## src/rtl/uart_rx.sv

```systemverilog
// 8N1 UART receiver: two-flop line synchronizer, mid-bit sampling at a fixed baud divisor,
// one-cycle rx_rdy strobe per good byte and frame_err strobe per bad stop bit.
module uart_rx #(
    parameter logic [11:0] BAUD = 12'd2605
) (
    input  logic       clk,
    input  logic       rst,
    input  logic       RX,
    output logic [7:0] rx_data,
    output logic       rx_rdy,
    output logic       frame_err
);

    localparam logic [11:0] HALF = BAUD >> 1;

    typedef enum logic [2:0] {
        S_IDLE,
        S_START,
        S_DATA,
        S_STOP,
        S_WAIT_HIGH
    } state_t;

    state_t      r_state, w_state;
    logic        r_sync1, r_rx_s;
    logic [11:0] r_cnt, w_cnt;
    logic [3:0]  r_bitcnt, w_bitcnt;
    logic [7:0]  r_shift, w_shift;
    logic [7:0]  r_data, w_data;
    logic        r_rdy, w_rdy;
    logic        r_ferr, w_ferr;
    logic        w_tc;

    assign w_tc      = (r_cnt == 12'd1);
    assign rx_data   = r_data;
    assign rx_rdy    = r_rdy;
    assign frame_err = r_ferr;

    // Synchronizer presets high so reset can never look like a start edge.
    always_ff @(posedge clk or posedge rst) begin
        if (rst) begin
            r_sync1  <= 1'b1;
            r_rx_s   <= 1'b1;
            r_state  <= S_IDLE;
            r_cnt    <= 12'd0;
            r_bitcnt <= 4'd0;
            r_data   <= 8'h00;
            r_rdy    <= 1'b0;
            r_ferr   <= 1'b0;
        end else begin
            r_sync1  <= RX;
            r_rx_s   <= r_sync1;
            r_state  <= w_state;
            r_cnt    <= w_cnt;
            r_bitcnt <= w_bitcnt;
            r_data   <= w_data;
            r_rdy    <= w_rdy;
            r_ferr   <= w_ferr;
        end
    end

    always_ff @(posedge clk) begin
        r_shift <= w_shift;
    end

    always_comb begin
        w_state  = r_state;
        w_cnt    = r_cnt;
        w_bitcnt = r_bitcnt;
        w_shift  = r_shift;
        w_data   = r_data;
        w_rdy    = 1'b0;
        w_ferr   = 1'b0;
        case (r_state)
            S_IDLE: begin
                if (!r_rx_s) begin
                    w_cnt   = HALF;
                    w_state = S_START;
                end
            end
            S_START: begin
                if (w_tc) begin
                    if (r_rx_s) begin
                        w_state = S_IDLE;
                    end else begin
                        w_cnt    = BAUD;
                        w_bitcnt = 4'd0;
                        w_state  = S_DATA;
                    end
                end else begin
                    w_cnt = r_cnt - 12'd1;
                end
            end
            S_DATA: begin
                if (w_tc) begin
                    w_shift = {r_rx_s, r_shift[7:1]};
                    w_cnt   = BAUD;
                    if (r_bitcnt < 4'd8) begin
                        w_bitcnt = r_bitcnt + 4'd1;
                    end
                    if (r_bitcnt == 4'd7) begin
                        w_state = S_STOP;
                    end
                end else begin
                    w_cnt = r_cnt - 12'd1;
                end
            end
            S_STOP: begin
                if (w_tc) begin
                    w_cnt = BAUD;
                    if (r_rx_s) begin
                        w_data  = r_shift;
                        w_rdy   = 1'b1;
                        w_state = S_IDLE;
                    end else begin
                        w_ferr  = 1'b1;
                        w_state = S_WAIT_HIGH;
                    end
                end else begin
                    w_cnt = r_cnt - 12'd1;
                end
            end
            S_WAIT_HIGH: begin
                if (r_rx_s) begin
                    w_state = S_IDLE;
                end
            end
            default: w_state = S_IDLE;
        endcase
    end

endmodule

```

## config.mk

```make
export PLATFORM = sky130hd
export DESIGN_NAME = uart_rx
export DESIGN_NICKNAME = d
export VERILOG_FILES = /design/src/rtl/uart_rx.sv
export SDC_FILE = /design/constraint.sdc
export NUM_CORES = 1
export LEC_CHECK = 0
export ABC_AREA = 1
export CAP_MARGIN = 15
export CORE_MARGIN = 8
export CORE_UTILIZATION = 50
export DETAILED_ROUTE_END_ITERATION = 8
export GPL_TIMING_DRIVEN = 1
export PLACE_DENSITY = 0.69
export SLEW_MARGIN = 25
export SYNTH_ARGS = -nofsm -noshare
export SYNTH_HDL_FRONTEND = slang
export SYNTH_SLANG_ARGS = --single-unit
```

## constraint.sdc

```tcl
create_clock -name clk -period 2.15 [get_ports clk]
set_input_delay 0.43 -clock clk [delete_from_list [all_inputs] [get_ports clk]]
set_output_delay 0.43 -clock clk [all_outputs]
set_load 0.01 [all_outputs]
```

Word level (Yosys, flattened, before mapping). Index checks and enable logic that the tools add are counted.

Register bits: 39. Input port bits: 3. Word-level logic and storage cells: 61.

$add $sub $neg: 2. Magnitude comparators: 1. Equal/unequal tests: 15. Multiplexer cells: 25. Reductions and logical operators: 9.

Operators by type and width (count): $mux W12 (4); $pmux W12 S3 (1); $mux W3 (7); $mux W4 (4); $ne A2 B2 Y1 const B (8); $pmux W3 S5 (1); $eq A12 B1 Y1 const B (1); $sub A12 B1 Y12 const B (1); $pmux W4 S2 (1); $eq A3 B2 Y1 const B (2); $mux W1 (6); $reduce_and A3 Y1 (2); $reduce_and A6 Y1 (1); $reduce_and A5 Y1 (1); $add A4 B1 Y4 const B (1); $eq A4 B3 Y1 const B (1); $lt A4 B4 Y1 const B (1); $eq A3 B1 Y1 const B (1); $eq A3 B3 Y1 const B (1); $logic_not A3 Y1 (1); $ne A3 B3 Y1 const B (1); $reduce_bool A3 Y1 (1); $mux W2 (1); $reduce_and A2 Y1 (1); 2 further kinds (2).

Longest topological paths before layout. Gate-level depths: netlist of run 1.

Depth after elaboration: 4. Mapped depth: 12.

Least setup slack after synthesis of run 1. Ideal clock, no wire load.

Path kind: register to register. Start: register r_cnt[1]. End: register r_shift[0] (enable). Arrival time: 1.452 ns. Data required time: 1.776 ns. Path slack: 0.324 ns. Cell stages (with the launch flop): 9. Buffers on the path: 0. Clock period less this slack: 1.826 ns. Path through: dfrtp_1 -> inv_1 -> ha_1 -> inv_1 -> nor2_1 -> nand2_2 -> nor2_8 -> nand2_8 -> nor2_1.

Word-level cells in the longest chain between the ends: 2.

Ends and longest elaborated chain: start: declaration (RTL line 26) `logic [11:0] r_cnt, w_cnt;`; start signal: assignment (RTL line 54) `r_cnt <= w_cnt;`; $eq A12 B1 Y1 (RTL line 34) `assign w_tc = (r_cnt == 12'd1);`; $reduce_and A2 Y1 (no source line); end signal: assignment (RTL line 63) `r_shift <= w_shift;`; end: declaration (RTL line 28) `logic [7:0] r_shift, w_shift;`.

Every way passes these cells. A chain may end at the register's enable or synchronous reset.

Final worst setup path of run 1.
Start: register r_state[1]. End: register r_cnt[0].

Word-level cells in the longest chain between the ends: 4. Elaborated cells on any way between the ends: 10.

Ends and longest elaborated chain: start: declaration (RTL line 24) `state_t r_state, w_state;`; start signal: assignment (RTL line 53) `r_state <= w_state;`; $eq A3 B2 Y1 (RTL line 74) `case (r_state)`; $reduce_or A2 Y1 (no source line); $reduce_bool A3 Y1 (no source line); $reduce_and A3 Y1 (no source line).

Parallel ways exist; a longest one is shown, timed or not.

==> results of run 1 <==
## critical path: cells and delay by family, from the launching register on
kind / cells / cell delay [ps]
compound gates: 2 / 250
flops: 1 / 500
buf+inv: 3 / 380
simple gates: 3 / 490
## worst max-delay path by stage
| stage | startpoint | cells after the start | slack [ps] | end |
|---|---|---|---|---|
| global route | r_cnt[1]$_DFFE_PP0P_ | 11 | 270 | r_cnt[2]$_DFFE_PP0P_ |
| finish | r_state[1]$_DFFE_PP0P_ | 8 | 450 | r_cnt[0]$_DFFE_PP0P_ |
| floorplan | r_cnt[1]$_DFFE_PP0P_ | 8 | 320 | r_shift[0]$_DFFE_PP_ |
| CTS | r_cnt[1]$_DFFE_PP0P_ | 9 | 460 | r_shift[6]$_DFFE_PP_ |
| detailed placement | r_cnt[1]$_DFFE_PP0P_ | 9 | 470 | r_shift[2]$_DFFE_PP_ |
| global placement | r_cnt[1]$_DFFE_PP0P_ | 9 | 510 | r_shift[4]$_DFFE_PP_ |
## stage by stage
step / setup WS, ps / std cells / utilization (%) / area, um^2
floorplan: 324 / 233 / - / 2100
global placement: 506 / 296 / 56.6 / 2280
detailed placement: 472 / 296 / 56.6 / 2280
CTS: 458 / 304 / 59.5 / 2400
global route: 275 / 304 / 59.5 / 2400
finish: 448 / 304 / 59.5 / 2400
## final cells by class
| type | count | area, um^2 | share of cell area, % |
|---|---|---|---|
| flip-flops and latches | 39 | 1020 | 42.5 |
| multi-input cells | 168 | 963 | 40.2 |
| repair buffers | 15 | 143 | 5.95 |
| inverters | 24 | 95.1 | 3.96 |
| clock buffers | 5 | 68.8 | 2.87 |
| well taps | 50 | 62.6 | 2.61 |
| clock inverters | 3 | 47.5 | 1.98 |
## cell families (layout without fill, tap and decap cells)
kind of cell / Yosys count / after routing / synth area share [%]
fa+ha+maj: 3 / 3 / 1.79
compound gates: 16 / 16 / 5.02
flops: 39 / 39 / 48.6
xor+xnor: 2 / 2 / 0.836
buf+inv: 26 / 47 / 5.43
simple gates: 147 / 147 / 38.3
## registers in the layout, summed over array words and instances (netlist names)
| signal | cells |
|---|---|
| frame_err | 1 |
| r_bitcnt | 4 |
| r_cnt | 12 |
| r_rx_s | 1 |
| r_shift | 8 |
| r_state | 3 |
| r_sync1 | 1 |
| rx_data | 8 |
| rx_rdy | 1 |
## layer usage
| metal | track usage (%) | up-vias |
|---|---|---|
| li1 | - | 804 |
| met1 | 17.9 | 729 |
| met2 | 20.4 | 31 |
| met3 | 3.75 | 7 |
| met4 | 4.29 | 0 |
| met5 | 0 | - |
## cells in the final DEF, fill, tap and decap left out, types with 5 or more instances in the layout
cell type / synthesis / routed
nand4_1: 8 / 8
dfrtp_1: 29 / 29
clkdlybuf4s50_1: 0 / 12
nand2_1: 69 / 69
inv_2: 6 / 6
nand2_2: 7 / 7
nand3_1: 26 / 26
nor2_1: 14 / 14
clkbuf_8: 0 / 5
edfxtp_1: 8 / 8
inv_1: 17 / 17
nand3_2: 5 / 5
o21ai_0: 7 / 7
## power by group through the flow
stage | clock [W] | combinational (W) | sequential, W
floorplan | 0 | 0.0000161 | 0.000772
global placement | 0 | 0.0000267 | 0.000772
detailed placement | 0 | 0.0000272 | 0.000772
CTS | 0.000652 | 0.0000276 | 0.000757
global route | 0.000675 | 0.0000295 | 0.000758
finish | 0.000632 | 0.0000257 | 0.000757
==> flow_summary.json, run 1 <==
{
  "wl_met1_um": 2010,
  "r2r_start": "r_state[1]$_DFFE_PP0P_",
  "r2r-end": "r_cnt[0]$_DFFE_PP0P_",
  "rrSetupSlack_ps": 450,
  "p_leak_nw": 1.19,
  "chipHeight_um": 80.7,
  "synth-edff-count": 8,
  "cp_cell_sequence": "inv_2 > nand2_2 > inv_2 > nor2_2 > buf_4 > a21boi_0 > nand2_1 > o21ai_2",
  "clockBufferDepth": 2,
  "layout-drive-gt1-share_pct": 19.7,
  "wl_met2_um": 1710,
  "grt_setup_unrepaired": "false",
  "status": "completed",
  "power_density_mw_per_mm2": 590,
  "synth_area_leaders": "dfrtp_1, nand2_1, edfxtp_1, nand3_1, inv_1",
  "num-fill-cells": 369,
  "critPathArrivalTime_ps": 1930,
  "worst_pin_slew_ps": 399,
  "cts_tree": "yes",
  "wl_met3_um": 212,
  "numCtsBuffers": 5,
  "drc": 0,
  "drt_iter0_drc": 110,
  "p_seq_share_pct": 53.5,
  "synth.most_common_cell": "nand2_1",
  "slew_viol_final": 0,
  "grt_antenna_before_repair": 0,
  "die_width_um": 80.7,
  "insertion_delay_ps": 300,
  "holdWs_ps": 363,
  "fin_total_pwr_w": 0.00142,
  "grt_overflow": 0,
  "clock_skew_ps": 10.1,
  "start_kind": "flip-flop",
  "grt_max_degree": 32,
  "yosysWarnings": 0,
  "grt_pass1_vias": 1467,
  "grt_first_pass_wirelength_um": 6850,
  "crit_type": "reg2reg",
  "cpMaxStageDelayCell": "dfrtp_1",
  "end_kind": "flip-flop",
  "p_switching_w": 0.000302,
  "gp_congestion": 0.873,
  "yosysTopAreaCell": "dfrtp_1",
  "ys_ff_latch": 39,
  "syn_nets": 239,
  "finalHoldViolations": 0,
  "holdPathStages": 0,
  "reg2regPathDepth": 8,
  "antennaDiodeCount": 0,
  "port_buffers": 12,
  "io_pins": 13,
  "htree_levels": 2,
  "synth-seq-area-share_pct": 48.6,
  "relSlewSlack_pct": 73.4,
  "yosysTopAreaCellShare_pct": 34.6,
  "tns_ps": 0,
  "synth_commonest_cells": "nand2_1, dfrtp_1, nand3_1",
  "dp_hpwl_um": 2840,
  "ys.flop_type": "dfrtp_1",
  "synth_area_per_cell_um2": 8.99,
  "min_to": "r_rx_s$_DFF_PP1_",
  "required_ps": 2370,
  "synth_area_mm2": 0.00210,
  "setup_viol": 0,
  "core_mm2": 0.00403,
  "finalCritPeriodShare_pct": 79.2,
  "rows": 23,
  "yosys.cell_types.count": 33,
  "ant_nets": 0,
  "viasPerCell": 5.17,
  "hp-start": "r_sync1$_DFF_PP1_",
  "top_layer": "met4",
  "num_vias": 1571,
  "drt-pass1-iter-count": 4,
  "cp_max_fo": 7,
  "p_int_w": 0.00111,
  "postCtsSetupBuffers": 0,
  "drt-total-wl_um": 3980,
  "fmax_mhz": 587,
  "syn2layout_area_growth_pct": 14.4,
  "postSynthCellCount": 233,
  "start_util_pct": 52.0,
  "max_stage_delay_ps": 500,
  "cts.clk_slew.worst_paths_ps": 80,
  "synthArstFlopShare_pct": 79.5,
  "grtUsageTotal_pct": 13.4,
  "clkPwrFrac_pct": 44.7,
  "vdd_drop_max_uv": 309,
  "cts_resized": 0,
  "sw_frac_of_total_pct": 21.3,
  "cts_root_buffer": "clkbuf_8",
  "cap_violations": 0,
  "fin_nets": 259,
  "cts_hold_buf": 0,
  "cpMostUsedCell": "inv_2",
  "cts_sinks": 39,
  "combinationalPowerShare_pct": 1.8,
  "die_area_mm2": 0.00652,
  "period_minus_slack_ps": 1700,
  "holdCritPathClass": "reg2reg",
  "wl_per_cell_um": 13.1
}
Power figures use the tool's default switching activity.
==> inputs of run 2 (changes only) <==
Settings changed: PLACE_DENSITY 0.69 to 0.72.
Clock period 2.15 ns to 1.4 ns, I/O delays scaled along.
==> run 2 against run 1 <==
Against the previous run: the flow now finishes with violations (setup timing); setup slack worse by 600 ps; sequential power grew 53%; clock skew shrank 3.7 ps; worst hold slack lost 38 ps; via count is 12% higher; power increased by 40%; sequential cell count stayed put; utilization increased by 12 points; sequential share of layout area decreased by 7.1 points; critical path depth is 4 higher.
==> flow_summary.json, run 2 (same netlist as run 1, synthesis figures left out) <==
{
  "ant_nets": 0,
  "drt-pass1-iter-count": 4,
  "syn2layout_area_growth_pct": 37.6,
  "cts.clk_slew.worst_paths_ps": 80,
  "die_width_um": 80.7,
  "drc": 0,
  "die_area_mm2": 0.00652,
  "cts_hold_buf": 0,
  "cts_tree": "yes",
  "final_cells": 341,
  "port_buffers": 12,
  "viasPerCell": 5.17,
  "cp_max_fo": 5,
  "max_stage_delay_ps": 400,
  "rows": 23,
  "final_cell_mix": "nand2_1, dfrtp_1, buf_4",
  "finalCritPeriodShare_pct": 111,
  "worst_slack_ps": -153,
  "placed_cell_area_mm2": 0.00255,
  "clockBufferDepth": 2,
  "drt-total-wl_um": 4910,
  "vdd_drop_max_uv": 502,
  "grtUsageTotal_pct": 16.2,
  "crit_cells": 12,
  "insertion_delay_ps": 300,
  "layout-drive-gt1-share_pct": 42.3,
  "relSlewSlack_pct": 71.5,
  "htree_levels": 2,
  "dpl.cell_count": 327,
  "reg2regPathDepth": 12,
  "status": "finished with violations",
  "holdWs_ps": 326,
  "chipHeight_um": 80.7,
  "slew_viol_final": 0,
  "core_mm2": 0.00403,
  "num-fill-cells": 286,
  "grt_max_degree": 32,
  "dp_hpwl_um": 3120,
  "end_kind": "flip-flop",
  "period_minus_slack_ps": 1550,
  "tns_ps": -4400,
  "cpMaxStageDelayCell": "dfrtp_1",
  "grt_overflow": 0,
  "path_buf_inv": 3,
  "largest_reg_flops": 12,
  "cp_cell_sequence": "inv_2 > ha_4 > inv_2 > nor2_4 > nand2_4 > nor2_8 > nand2_8 > buf_6 > nand2_4 > nand3_2 > nand2_1 > nand2_1",
  "violations": "setup timing",
  "numCtsBuffers": 5,
  "start_util_pct": 52.0,
  "fmax_mhz": 644,
  "cts_root_buffer": "clkbuf_8",
  "gp_congestion": 0.827,
  "crit_family": "simple AND/OR/NAND/NOR gates",
  "num_vias": 1764,
  "grt_setup_unrepaired": "true",
  "grt_first_pass_wirelength_um": 8300,
  "fin_area_mm2": 0.00288,
  "clock_skew_ps": 6.43,
  "drt_iter0_drc": 118,
  "required_ps": 1590,
  "multi_input_area_mm2": 0.00117,
  "finalHoldViolations": 0,
  "fin_total_pwr_w": 0.00198,
  "power_density_mw_per_mm2": 687,
  "start_kind": "flip-flop",
  "ff_latch_area_mm2": 0.00102,
  "crit_type": "reg2reg",
  "holdCritPathClass": "in2async",
  "wl_per_cell_um": 14.4,
  "final_common_cell": "nand2_1",
  "p_leak_nw": 1.44,
  "top_register": "r_cnt",
  "fin_nets": 296,
  "io_pins": 13,
  "setup_viol": 37,
  "cap_violations": 0,
  "grt_pass1_vias": 1791,
  "antennaDiodeCount": 0,
  "critPathArrivalTime_ps": 1740,
  "worst_pin_slew_ps": 425,
  "cts_sinks": 39,
  "grt_antenna_before_repair": 0
}
-- run 2: cell count changes in the layout (fill, tap and decap cells not counted), moves of 7 or more --
cell | before | now
nand2_1 | 69 | 54
dlygate4sd2_1 | 0 | 10
buf_4 | 3 | 29
clkdlybuf4s50_1 | 12 | 2
nor2_1 | 14 | 7
nand3_1 | 26 | 18
nand2_2 | 7 | 18
nand3_2 | 5 | 13
-- run 2: final timing paths --
kind,slack (ps),start,to
worst max-delay path,-150,r_cnt[1]$_DFFE_PP0P_,r_state[1]$_DFFE_PP0P_
worst min-delay path,330,rst,rx_data[4]$_DFFE_PP0P_
min in group clk,360,r_sync1$_DFF_PP1_,r_rx_s$_DFF_PP1_
worst max register to register,-150,r_cnt[1]$_DFFE_PP0P_,r_state[1]$_DFFE_PP0P_
worst min register to register,360,r_sync1$_DFF_PP1_,r_rx_s$_DFF_PP1_
max in group asynchronous,840,rst,r_sync1$_DFF_PP1_
-- run 2: worst register-to-register path, stage by stage (launching register included) --
cell	delay (ps)
dfrtp_1	400
inv_2	90
ha_4	130
inv_2	50
nor2_4	120
nand2_4	70
nor2_8	120
nand2_8	100
buf_6	140
nand2_4	50
nand3_2	60
nand2_1	70
nand2_1	50
-- run 2: final cells by class --
type                    count  share of cell area, %
flip-flops and latches     39                   35.3
inverters                  24                   3.30
repair inverters            1                  0.304
repair buffers             48                   15.2
clock inverters             3                  0.694
clock buffers               5                   2.39
well taps                  50                   2.17
multi-input cells         171                   40.6
-- run 2: layer usage --
metal	vias up	part of all wire, %	global-route usage [%]
li1	877	-	-
met1	842	46	20.7
met2	41	48	26.5
met3	4	4.4	3.97
met4	0	0.96	5.18
met5	-	0	0
-- run 2: power breakdown --
| group | total, W | switching, W | internal (W) |
|---|---|---|---|
| Clock | 0.000762 | 0.000415 | 0.000347 |
| Combinational | 0.0000584 | 0.0000401 | 0.0000184 |
| Sequential | 0.00116 | 0.00000113 | 0.00116 |
-- run 2: per-stage QoR --
stage | util [%] | worst slack, ps
global placement | 63.4 | -149
detailed placement | 63.4 | -221
global route | 71.6 | -251
CTS | 68.7 | -158
floorplan | - | -142
finish | 71.6 | -153
-- run 2: what timing repair did --
action	in CTS	in global routing
gates resized for setup	38	26
endpoints found under the setup margin	46	37
gates cloned	4	1
setup buffers	1	0
endpoints found under the hold margin	0	0
pin swaps	10	17
==> inputs of run 3 (changes only) <==
Settings changed: CORE_MARGIN 8 to not set, REMOVE_ABC_BUFFERS set to 1.
==> run 3 against run 2 <==
Against the previous run: the flow still finishes with violations (setup timing); sequential share of layout area down 1.7 points; sequential cell count is the same; routed wire length increased by 25%; utilization is 4.2 points higher; critical path depth shrank 3; first-iteration DRC count increased by 87%; sequential power about the same; largest cell class unchanged; die area decreased by 32%; largest power group unchanged; combinational power increased by 3%.
==> flow_summary.json, run 3 (same netlist as run 1, synthesis figures left out) <==
{
  "status": "finished with violations",
  "violations": "setup timing",
  "rrSetupSlack_ps": -210,
  "worst_pin_slew_ps": 525,
  "cp_cell_sequence": "inv_2 > ha_4 > inv_2 > nor2_2 > nand2_2 > nor2_8 > nand2_8 > nor2_4 > buf_6",
  "dp_hpwl_um": 3150,
  "required_ps": 1420,
  "grt_overflow": 0,
  "htree_levels": 2,
  "holdCritPathClass": "in2async",
  "crit_type": "reg2reg",
  "critPathLaunch": "r_cnt[1]$_DFFE_PP0P_",
  "io_pins": 13,
  "grt_first_pass_wirelength_um": 8560,
  "power_density_mw_per_mm2": 716,
  "p_leak_nw": 1.50,
  "crit_family": "simple AND/OR/NAND/NOR gates",
  "grt_setup_unrepaired": "true",
  "syn2layout_area_growth_pct": 44.7,
  "holdWs_ps": 323,
  "num-fill-cells": 249,
  "viasPerCell": 5.65,
  "ant_nets": 0,
  "die_width_um": 66.7,
  "finalHoldViolations": 0,
  "slew_viol_final": 0,
  "cpMaxStageDelayCell": "dfrtp_1",
  "final_cell_mix": "nand2_1, buf_4, dfrtp_1",
  "antennaDiodeCount": 0,
  "dpl.cell_count": 332,
  "cts_tree": "yes",
  "cp-endpoint": "r_shift[5]$_DFFE_PP_",
  "die_area_mm2": 0.00445,
  "critPathArrivalTime_ps": 1630,
  "cts_root_buffer": "clkbuf_8",
  "tns_ps": -5800,
  "r2r-end": "r_shift[5]$_DFFE_PP_",
  "grt_antenna_before_repair": 0,
  "rows": 23,
  "cp_max_fo": 5,
  "placed_cell_area_mm2": 0.00256,
  "num_vias": 1962,
  "grtUsageTotal_pct": 26.9,
  "pre_cts_ws_ps": -242,
  "period_minus_slack_ps": 1610,
  "crit_cells": 9,
  "path_buf_inv": 3,
  "cpMostUsedCell": "inv_2",
  "gp_congestion": 0.836,
  "relSlewSlack_pct": 64.9,
  "clock_skew_ps": 5.62,
  "drt-total-wl_um": 6150,
  "cap_violations": 0,
  "start_kind": "flip-flop",
  "fmax_mhz": 619,
  "core_mm2": 0.00400,
  "largest_reg_flops": 12,
  "worst_slack_ps": -214,
  "grt_max_degree": 32,
  "top_register": "r_cnt",
  "wl_per_cell_um": 17.7,
  "vdd_drop_max_uv": 842,
  "drc": 0,
  "reg2regPathDepth": 9,
  "final_common_cell": "nand2_1",
  "start_util_pct": 52.4,
  "clockBufferDepth": 2,
  "layout-drive-gt1-share_pct": 47.1,
  "grt_pass1_vias": 1801,
  "cts_sinks": 39,
  "cts.clk_slew.worst_paths_ps": 80,
  "final_cells": 347,
  "drt_iter0_drc": 221,
  "numCtsBuffers": 5,
  "r2r_start": "r_cnt[1]$_DFFE_PP0P_",
  "setup_viol": 37,
  "finalCritPeriodShare_pct": 115,
  "fin_nets": 302,
  "drt-pass1-iter-count": 4,
  "port_buffers": 12,
  "fin_area_mm2": 0.00303,
  "chipHeight_um": 66.7,
  "insertion_delay_ps": 300,
  "cts_hold_buf": 0,
  "end_kind": "flip-flop",
  "max_stage_delay_ps": 400
}
-- run 3: cell types whose count changed in the layout (fill, tap and decap cells not counted), sizes merged --
cell	delta
buf	+7
bufinv	+1
clkinvlp	-1
nor2	-1
-- run 3: cell type report --
type	count	area, um^2	area share, %
flip-flops and latches	39	1020	33.6
inverters	24	100	3.30
repair buffers	55	503	16.6
repair inverters	1	8.76	0.289
clock buffers	5	68.8	2.27
clock inverters	3	43.8	1.44
multi-input cells	170	1230	40.5
well taps	50	62.6	2.06
-- run 3: routing by layer --
metal / vias to the layer above / GRT usage (%) / routed length [um]
li1: 898 / - / -
met4: 0 / 9.31 / 269
met5: - / 0 / 0
met3: 31 / 5.31 / 292
met2: 67 / 47.0 / 3160
met1: 966 / 32.7 / 2430
-- run 3: worst register-to-register path: stages (launching register included) --
cell and delay (ps):
dfrtp_1 400, inv_2 90, ha_4 140, inv_2 50, nor2_2 110, nand2_2 90
nor2_8 130, nand2_8 90, nor2_4 110, buf_6 140
-- run 3: per-stage QoR --
step | utilization [%] | total power, W
after global routing | 75.8 | 0.00222
after floorplan | - | 0.00121
final | 75.8 | 0.00217
after CTS | 71.5 | 0.00218
after global placement | 64.1 | 0.00124
after detailed placement | 64.1 | 0.00124
-- run 3: how the worst min path moves through the flow --
stage | start | end
2_1_floorplan | RX | r_sync1$_DFF_PP1_
3_3_place_gp | r_sync1$_DFF_PP1_ | r_rx_s$_DFF_PP1_
3_5_place_dp | r_sync1$_DFF_PP1_ | r_rx_s$_DFF_PP1_
4_1_cts | rst | rx_data[1]$_DFFE_PP0P_
5_1_grt | rst | rx_data[1]$_DFFE_PP0P_
6_report | rst | rx_data[2]$_DFFE_PP0P_
-- run 3: where the power goes --
group	switching (W)	total [W]	internal (W)
logic	0.0000415	0.0000600	0.0000184
clock network	0.000421	0.000951	0.000531
registers	0.00000128	0.00116	0.00116
-- run 3: what timing repair did --
item,in CTS,in global routing
gates cloned,4,1
pin swaps,9,17
buffers inserted,0,2
endpoints found under the setup margin,46,37
gates resized for setup,58,37
